<file path="config.mk">
export PLATFORM = sky130hd
export DESIGN_NAME = grant_sequencer
export DESIGN_NICKNAME = d
export VERILOG_FILES = /design/src/rtl/grant_sequencer.sv
export SDC_FILE = /design/constraint.sdc
export NUM_CORES = 1
export LEC_CHECK = 0
export CAP_MARGIN = 20
export CORE_ASPECT_RATIO = 1.75
export CORE_MARGIN = 2
export CORE_UTILIZATION = 26
export CTS_BUF_LIST = sky130_fd_sc_hd__clkbuf_2
export DETAILED_ROUTE_END_ITERATION = 7
export SYNTH_ARGS = -nofsm -noshare
export SYNTH_HDL_FRONTEND = slang
export SYNTH_SLANG_ARGS = --single-unit
</file>
<file path="constraint.sdc">
create_clock -name clk -period 2.2 [get_ports clk]
set_input_delay 0.44 -clock clk [delete_from_list [all_inputs] [get_ports clk]]
set_output_delay 0.44 -clock clk [all_outputs]
set_load 0.03 [all_outputs]
</file>
<file path="src/rtl/grant_sequencer.sv">
// Grant sequencer: turns a one-hot arbiter grant into a locked bus tenure
// with a per-master burst length, ready/valid beats, stall timeout and withdrawal abort.
module grant_sequencer #(
  parameter int unsigned TIMEOUT = 16,
  parameter int unsigned LEN_W   = 4
) (
  input  logic             clk,
  input  logic             rst,
  input  logic [3:0]       grant_in,
  input  logic [3:0]       req,
  input  logic [LEN_W-1:0] len_0,
  input  logic [LEN_W-1:0] len_1,
  input  logic [LEN_W-1:0] len_2,
  input  logic [LEN_W-1:0] len_3,
  input  logic             bus_ready,
  output logic [3:0]       owner,
  output logic             bus_valid,
  output logic [LEN_W-1:0] beat_cnt,
  output logic [3:0]       done,
  output logic             timeout_err,
  output logic             grant_err,
  output logic             busy
);

  typedef enum logic [1:0] {StIdle, StLock, StXfer, StRelease} state_e;

  localparam logic [7:0] TimeoutVal = 8'(TIMEOUT);

  state_e           state_q, state_d;
  logic [3:0]       owner_q, owner_d;
  logic             bus_valid_q, bus_valid_d;
  logic [LEN_W-1:0] beat_cnt_q, beat_cnt_d;
  logic [3:0]       done_q, done_d;
  logic             timeout_err_q, timeout_err_d;
  logic             grant_err_q, grant_err_d;
  logic             busy_q, busy_d;
  logic [7:0]       stall_q, stall_d;
  logic [LEN_W-1:0] len_q, len_d;

  logic [LEN_W-1:0] len_sel;
  logic             grant_onehot, grant_ok;
  logic             last_beat, stall_hit, withdrawn;
  logic [7:0]       stall_inc;

  always_comb begin
    unique case (grant_in)
      4'b0001: len_sel = len_0;
      4'b0010: len_sel = len_1;
      4'b0100: len_sel = len_2;
      4'b1000: len_sel = len_3;
      default: len_sel = '0;
    endcase
  end

  assign grant_onehot = (grant_in != 4'b0) && ((grant_in & (grant_in - 4'd1)) == 4'b0);
  assign grant_ok     = grant_onehot && ((grant_in & req) != 4'b0);
  // len_q is at least 1 whenever a tenure is active, so len_q-1 cannot underflow.
  assign last_beat    = bus_ready && (beat_cnt_q == (len_q - LEN_W'(1)));
  assign stall_inc    = (stall_q == TimeoutVal) ? stall_q : stall_q + 8'd1;
  assign stall_hit    = !bus_ready && (stall_inc == TimeoutVal);
  assign withdrawn    = (req & owner_q) == 4'b0;

  always_comb begin
    state_d       = state_q;
    owner_d       = owner_q;
    bus_valid_d   = bus_valid_q;
    beat_cnt_d    = beat_cnt_q;
    done_d        = 4'b0;
    timeout_err_d = 1'b0;
    grant_err_d   = 1'b0;
    busy_d        = busy_q;
    stall_d       = stall_q;
    len_d         = len_q;

    unique case (state_q)
      StIdle: begin
        if (grant_ok) begin
          state_d    = StLock;
          owner_d    = grant_in;
          len_d      = (len_sel == '0) ? LEN_W'(1) : len_sel;
          busy_d     = 1'b1;
          beat_cnt_d = '0;
          stall_d    = 8'd0;
        end else if (grant_in != 4'b0) begin
          // Suppress back-to-back pulses while a bad grant is held.
          grant_err_d = !grant_err_q;
        end
      end
      StLock: begin
        state_d     = StXfer;
        bus_valid_d = 1'b1;
      end
      StXfer: begin
        if (last_beat || stall_hit || withdrawn) begin
          state_d     = StRelease;
          owner_d     = 4'b0;
          bus_valid_d = 1'b0;
          beat_cnt_d  = '0;
          stall_d     = 8'd0;
          if (last_beat) begin
            done_d = owner_q;
          end else if (stall_hit) begin
            timeout_err_d = 1'b1;
          end
        end else if (bus_ready) begin
          beat_cnt_d = beat_cnt_q + LEN_W'(1);
          stall_d    = 8'd0;
        end else begin
          stall_d = stall_inc;
        end
      end
      StRelease: begin
        state_d = StIdle;
        busy_d  = 1'b0;
      end
    endcase
  end

  always_ff @(posedge clk or posedge rst) begin
    if (rst) begin
      state_q       <= StIdle;
      owner_q       <= 4'b0;
      bus_valid_q   <= 1'b0;
      beat_cnt_q    <= '0;
      done_q        <= 4'b0;
      timeout_err_q <= 1'b0;
      grant_err_q   <= 1'b0;
      busy_q        <= 1'b0;
      stall_q       <= 8'd0;
      len_q         <= '0;
    end else begin
      state_q       <= state_d;
      owner_q       <= owner_d;
      bus_valid_q   <= bus_valid_d;
      beat_cnt_q    <= beat_cnt_d;
      done_q        <= done_d;
      timeout_err_q <= timeout_err_d;
      grant_err_q   <= grant_err_d;
      busy_q        <= busy_d;
      stall_q       <= stall_d;
      len_q         <= len_d;
    end
  end

  assign owner       = owner_q;
  assign bus_valid   = bus_valid_q;
  assign beat_cnt    = beat_cnt_q;
  assign done        = done_q;
  assign timeout_err = timeout_err_q;
  assign grant_err   = grant_err_q;
  assign busy        = busy_q;

endmodule

</file>
; Word-level counts from Yosys, hierarchy flattened
; Cells that the tools add are included.
[totals]
out_inout_bits = 16
elab_cells = 85
ff_bits = 30
input_bits = 27
[classes]
reduce_logical = 24
bitwise_logic = 3
n_mux = 31
eq_ne = 13
add_sub_neg = 4
[ops]
columns = cell, n
row1 = 2-to-1 mux 4 bit, 9
row2 = 2-to-1 mux 8 bit, 4
row3 = "equality test 8 x 5 -> 1 bit, second input constant", 2
row4 = case mux 4 bit (2 select lines), 2
row5 = case mux 4 bit (4 select lines), 1
row6 = case mux 8 bit (2 select lines), 1
row7 = bitwise AND 4 bit, 3
row8 = zero test 4 bit, 3
row9 = AND reduction 2 bit, 5
row10 = 2-to-1 mux 1 bit, 9
row11 = "adder 8 x 1 -> 8 bit, second input constant", 1
row12 = case mux 2 bit (4 select lines), 1
row13 = nonzero test 4 bit, 2
row14 = "subtractor 4 x 1 -> 4 bit, second input constant", 2
row15 = AND reduction 3 bit, 2
row16 = nonzero test 2 bit, 3
row17 = "adder 4 x 1 -> 4 bit, second input constant", 1
row18 = "equality test 2 bit, second input constant", 2
row19 = "equality test 4 x 1 -> 1 bit, second input constant", 1
row20 = "equality test 4 x 2 -> 1 bit, second input constant", 1
row21 = "equality test 4 x 3 -> 1 bit, second input constant", 1
row22 = equality test 4 bit, 1
row23 = "equality test 4 bit, second input constant", 1
row24 = logical AND 1 bit, 4
row25 = other kinds (8), 13

; Logic depth before layout (Yosys ltp)
[depth]
ltp_word = 8
depth_mapped = 9
ltp_nobuf = 8

; Worst setup path before layout
; No wires, ideal clock.
[synth_path]
kind = reg2reg
start = register stall_q[0]
end = register beat_cnt_q[0] (netlist: beat_cnt[0])
path_stages_with_launch = 10
setup_time_ns = 0.125
path_buffers = 1
slack_ns = -0.128
t_arrival_ns = 2.203
path_cell_list = dfrtp_1 clkbuf_1 inv_1 ha_1 nor3_1 o21ai_0 o31a_1 o21ai_4 nand2_1 mux2_2
[synth_between]
elab_chain_cells = 8
word_cells_on_any_way = 11
cone_classes = 1 x add/sub / 3 x eq/ne / 3 x mux / 4 x reduce/logical
[synth_rtl]
columns = element, line
row1 = start: declaration, 37  ; logic [7:0] stall_q, stall_d;
row2 = start signal: assignment, 140  ; stall_q <= stall_d;
row3 = adder 8 x 1 -> 8 bit / equality test 8 x 5 -> 1 bit (equally long branches), 59  ; assign stall_inc = (stall_q == TimeoutVal) ? stall_q : stall_q + 8'd1;
row4 = 2-to-1 mux 8 bit *, 59
row5 = equality test 8 x 5 -> 1 bit *, 60  ; assign stall_hit = !bus_ready && (stall_inc == TimeoutVal);
row6 = logical AND 1 bit *, 60
row7 = logical OR 1 bit * (2 in a row), 94  ; if (last_beat || stall_hit || withdrawn) begin
row8 = != test 3 bit (no line) / 2-to-1 mux 4 bit (equally long branches), --
row9 = AND reduction 3 bit (no line) / case mux 4 bit (2 select lines) (equally long branches), --
row10 = end signal: assignment, 135  ; beat_cnt_q <= beat_cnt_d;
row11 = end: declaration, 32  ; logic [LEN_W-1:0] beat_cnt_q, beat_cnt_d;
; Mark *: on every way between the ends. The rest lies on a longest branch, timed or not.
; A chain may end at the register's enable or synchronous reset.

; Worst setup path after layout
[layout_path]
start = input port grant_in[3]
end = register stall_q[4]
[layout_between]
elab_chain_cells = 7
word_cells_on_any_way = 10
cone_classes = 1 x add/sub / 1 x eq/ne / 2 x bitwise / 6 x reduce/logical
[layout_rtl]
columns = element, line
row1 = start: declaration, 9  ; input logic [3:0] grant_in,
row2 = subtractor 4 x 1 -> 4 bit, 55  ; assign grant_onehot = (grant_in != 4'b0) && ((grant_in & (grant_in - 4'd1)) == 4'b0);
row3 = bitwise AND 4 bit, 55
row4 = zero test 4 bit, 55
row5 = logical AND 1 bit, 55
row6 = logical AND 1 bit *, 56  ; assign grant_ok = grant_onehot && ((grant_in & req) != 4'b0);
row7 = != test 2 bit (no line) *, --
row8 = AND reduction 2 bit (no line) *, --
; Marks and branches as above.

==> run metrics <==
Avg Synthesized Cell Area roughly 9.4 sq um; reg2reg start stall_q[0]; critical path launch point type primary input; library cell contributing the largest single delay on the critical path sky130_fd_sc_hd__clkdlybuf4s50_1; Final Instance Count excl. Fillers roughly 370; # H-tree levels 2; Max-cap violations 0; number of port buffers 42; Final Routed Wirelength ~5200 microns; highest routed metal layer met4; Max Transition Viols Final 0; number of synthesized register bits 30; run status completed; sum of net half-perimeters after detailed placement 4190 microns; DRC marker count from the first detailed-route iteration 39; overall power ~2.6 mW; Chip Height ~120 microns; overall overflow remaining after global route 0; post-DR wirelength/cell approximately 14 microns; clock period minus final worst setup slack 2.15 ns; commonest cells after routing, fill and taps aside sky130_fd_sc_hd__clkdlybuf4s50_1 (41), sky130_fd_sc_hd__buf_4 (41), sky130_fd_sc_hd__dfrtp_1 (30); met2 wire length between 3000 and 4000 microns; Achievable Freq approximately 470 MHz; area of the core a little over 7000 sq um; Async SR Flop Fraction 100%; arrival time worst endpoint 2.46 ns; Synth area leader sky130_fd_sc_hd__dfrtp_1; Clock Sink Count 30; DR WL met3 144 microns; count of endpoints failing setup in the final report 0; launch point of the critical path grant_in[3]; clock edge transition at the registers on the reported setup and hold paths around 0.18 ns; part of the Yosys area used for sequential elements between 30% and 40%; die width 69.2 microns; hold_buf cts 0; Setup Skew 0.0268 ns; relative area change from synthesis to final layout 48.1%; maximum number of pins on one net before global-route repair 31; leakage power of the design ~1.3 nW; remaining design rule violation count 0; number of cells after detailed placement about 360; final hold violation count 0; CTS max path bufs 2; Via density approximately 5.0; cell area reported after detailed placement between 2000 and 3000 sq um; total power divided by cell area between 900 and 1000 nW/um^2; Slew HR around 73%; EDFF count, synth 0; GRT Resource Usage Total about 13%; Netlist Area Pre-Place between 1500 and 2000 sq um; Yosys warnings 0; detailed-routing iteration count for the pre-antenna-repair pass 6; final instance area roughly 2900 sq um; Total Die Area roughly 8000 sq um; cells traversed along the worst timing path clkdlybuf4s50_1, or3_4, a32o_1, mux2_4, or3_1, a21oi_1, a21o_1; vias in the first global route ~1900; Worst Hold Class primary input to async pin; TritonCTS buffer count 5; data required time of the worst path approximately 2.5 ns; commonest register cell after synthesis sky130_fd_sc_hd__dfrtp_1; area share of the leading cell type in the synthesized netlist between 30% and 40%; top cells by area, synth sky130_fd_sc_hd__dfrtp_1 (39%), sky130_fd_sc_hd__ha_1 (5.2%), sky130_fd_sc_hd__nand2_1 (4.5%); CP max stage delay about 0.5 ns; initial antenna violation count 0; antenna-violating nets left 0; fin crit share a little over nine tenths; kind of capture point of the worst setup path flop; ant diodes 0; cells after synthesis around 210; startpoint-to-endpoint class of the critical path primary input to flop; Net count, final between 300 and 400; Placement Rows 41; global-route wire length before repair 8840 microns; Slew @ Worst Pin just over 0.4 ns; routed vias about 1900; fraction of layout instances using a drive strength above 1 26.0%; VDD IR max between 0.4 and 0.5 mV; detailed-route wire length on metal 1 about 1900 microns; boundary pin count 43; TritonCTS clock tree done; net count of the mapped netlist between 200 and 250; buffer type at the clock tree root sky130_fd_sc_hd__clkbuf_2; highest fanout seen on the critical path 8; placer's final routability congestion estimate between 0.8 and 0.9; clock latency on the worst-skew pair roughly 0.38 ns; unrepaired setup endpoints after global routing yes; effective utilization at floorplan 26.8%; number of unique standard cell types used by synthesis 50; worst reg2reg setup slack 0.07 ns
final cells by class:
cell class / count / area, sq um
inverter: 13 / 48.8
multi-input combinational: 153 / 1180
tap: 86 / 108
fill: 733 / 4370
clock inverter: 2 / 8.76
sequential: 30 / 751
timing repair buffer: 84 / 742
clock buffer: 6 / 30.0
through the flow:
stage | hold slack [ns] | util, % | setup slack (ns) | setup TNS (ns)
final | 0.425 | 39.6 | 0.0496 | 0
after global routing | 0.443 | 39.6 | -0.0382 | -0.0545
after CTS | 0.434 | 38.6 | 0.00503 | 0
after detailed placement | 0.428 | 37.4 | -0.385 | -5.57
after global placement | 0.429 | 37.4 | -0.344 | -4.87
after floorplan | 0.500 | - | -0.0965 | -0.289
sequential cells by signal, indices dropped and copies added (netlist names):
register,count
stall_q,8
grant_err,1
beat_cnt,4
timeout_err,1
bus_valid,1
owner,4
len_q,4
done,4
busy,1
state_q,2
cells by family after synthesis:
kind of cell,share of synthesized area (%)
and+or+nand+nor,20.5
AOI/OAI and AO/OA,22.0
DFF,38.8
buffers and inverters,5.36
muxes,4.72
adders and majority gates,5.17
xor gates and xnor gates,3.49
worst paths after layout:
| check | cells past startpoint | end |
|---|---|---|
| worst max-delay path | 7 | stall_q[4] |
| worst min-delay path | 3 | beat_cnt[1] |
| worst max register to register | 9 | beat_cnt[0] |
| worst min register to register | 1 | grant_err |
| max in group asynchronous | 3 | stall_q[1] |
| min in group clk | 1 | grant_err |
critical path: cells and delay by family:
kind,cells,cell delay [ns]
mux,1,0.31
simple gates,2,0.69
buf+inv,1,0.51
compound gates,3,0.51
power by group:
group / leakage [nW] / internal [mW] / switching [mW] / total (mW)
clock network: 0.0304 / 0.0781 / 0.200 / 0.278
logic: 0.888 / 0.792 / 0.769 / 1.56
registers: 0.397 / 0.688 / 0.110 / 0.798
total: 1.31 / 1.56 / 1.08 / 2.64
metal layers:
metal  vias to the layer above  GRT usage (%)
li1                        918              -
met1                       891           12.5
met2                        37           27.4
met3                         9           2.22
met4                         0           5.27
met5                         -              0
synth_stat cells, types with 3 or more instances:
master,n
sky130_fd_sc_hd__a22oi_1,7
sky130_fd_sc_hd__a22o_1,4
sky130_fd_sc_hd__nand2_1,23
sky130_fd_sc_hd__and3_1,4
sky130_fd_sc_hd__a21bo_2,4
sky130_fd_sc_hd__inv_1,13
sky130_fd_sc_hd__a2bb2oi_1,4
sky130_fd_sc_hd__xnor2_1,3
sky130_fd_sc_hd__and2_1,4
sky130_fd_sc_hd__or3_1,7
sky130_fd_sc_hd__dfrtp_1,30
sky130_fd_sc_hd__nor3b_1,3
sky130_fd_sc_hd__clkbuf_1,6
sky130_fd_sc_hd__a21o_1,4
sky130_fd_sc_hd__ha_1,8
sky130_fd_sc_hd__nor2_1,7
sky130_fd_sc_hd__nor2b_1,3
sky130_fd_sc_hd__o22ai_1,5
sky130_fd_sc_hd__mux2_2,5
sky130_fd_sc_hd__nor3_1,4
sky130_fd_sc_hd__a21oi_1,7
sky130_fd_sc_hd__o21ai_0,8
sky130_fd_sc_hd__nand3_1,9
timing repair:
item                                    4_1_cts  5_1_grt
endpoints found under the setup margin       14       15
hold endpoints to repair                      0        0
gates resized for setup                       7       14
pin swaps                                     4        4
cloned                                        0        0
setup buffers                                 2        1
Note: power is estimated with default switching activity, not from simulation.
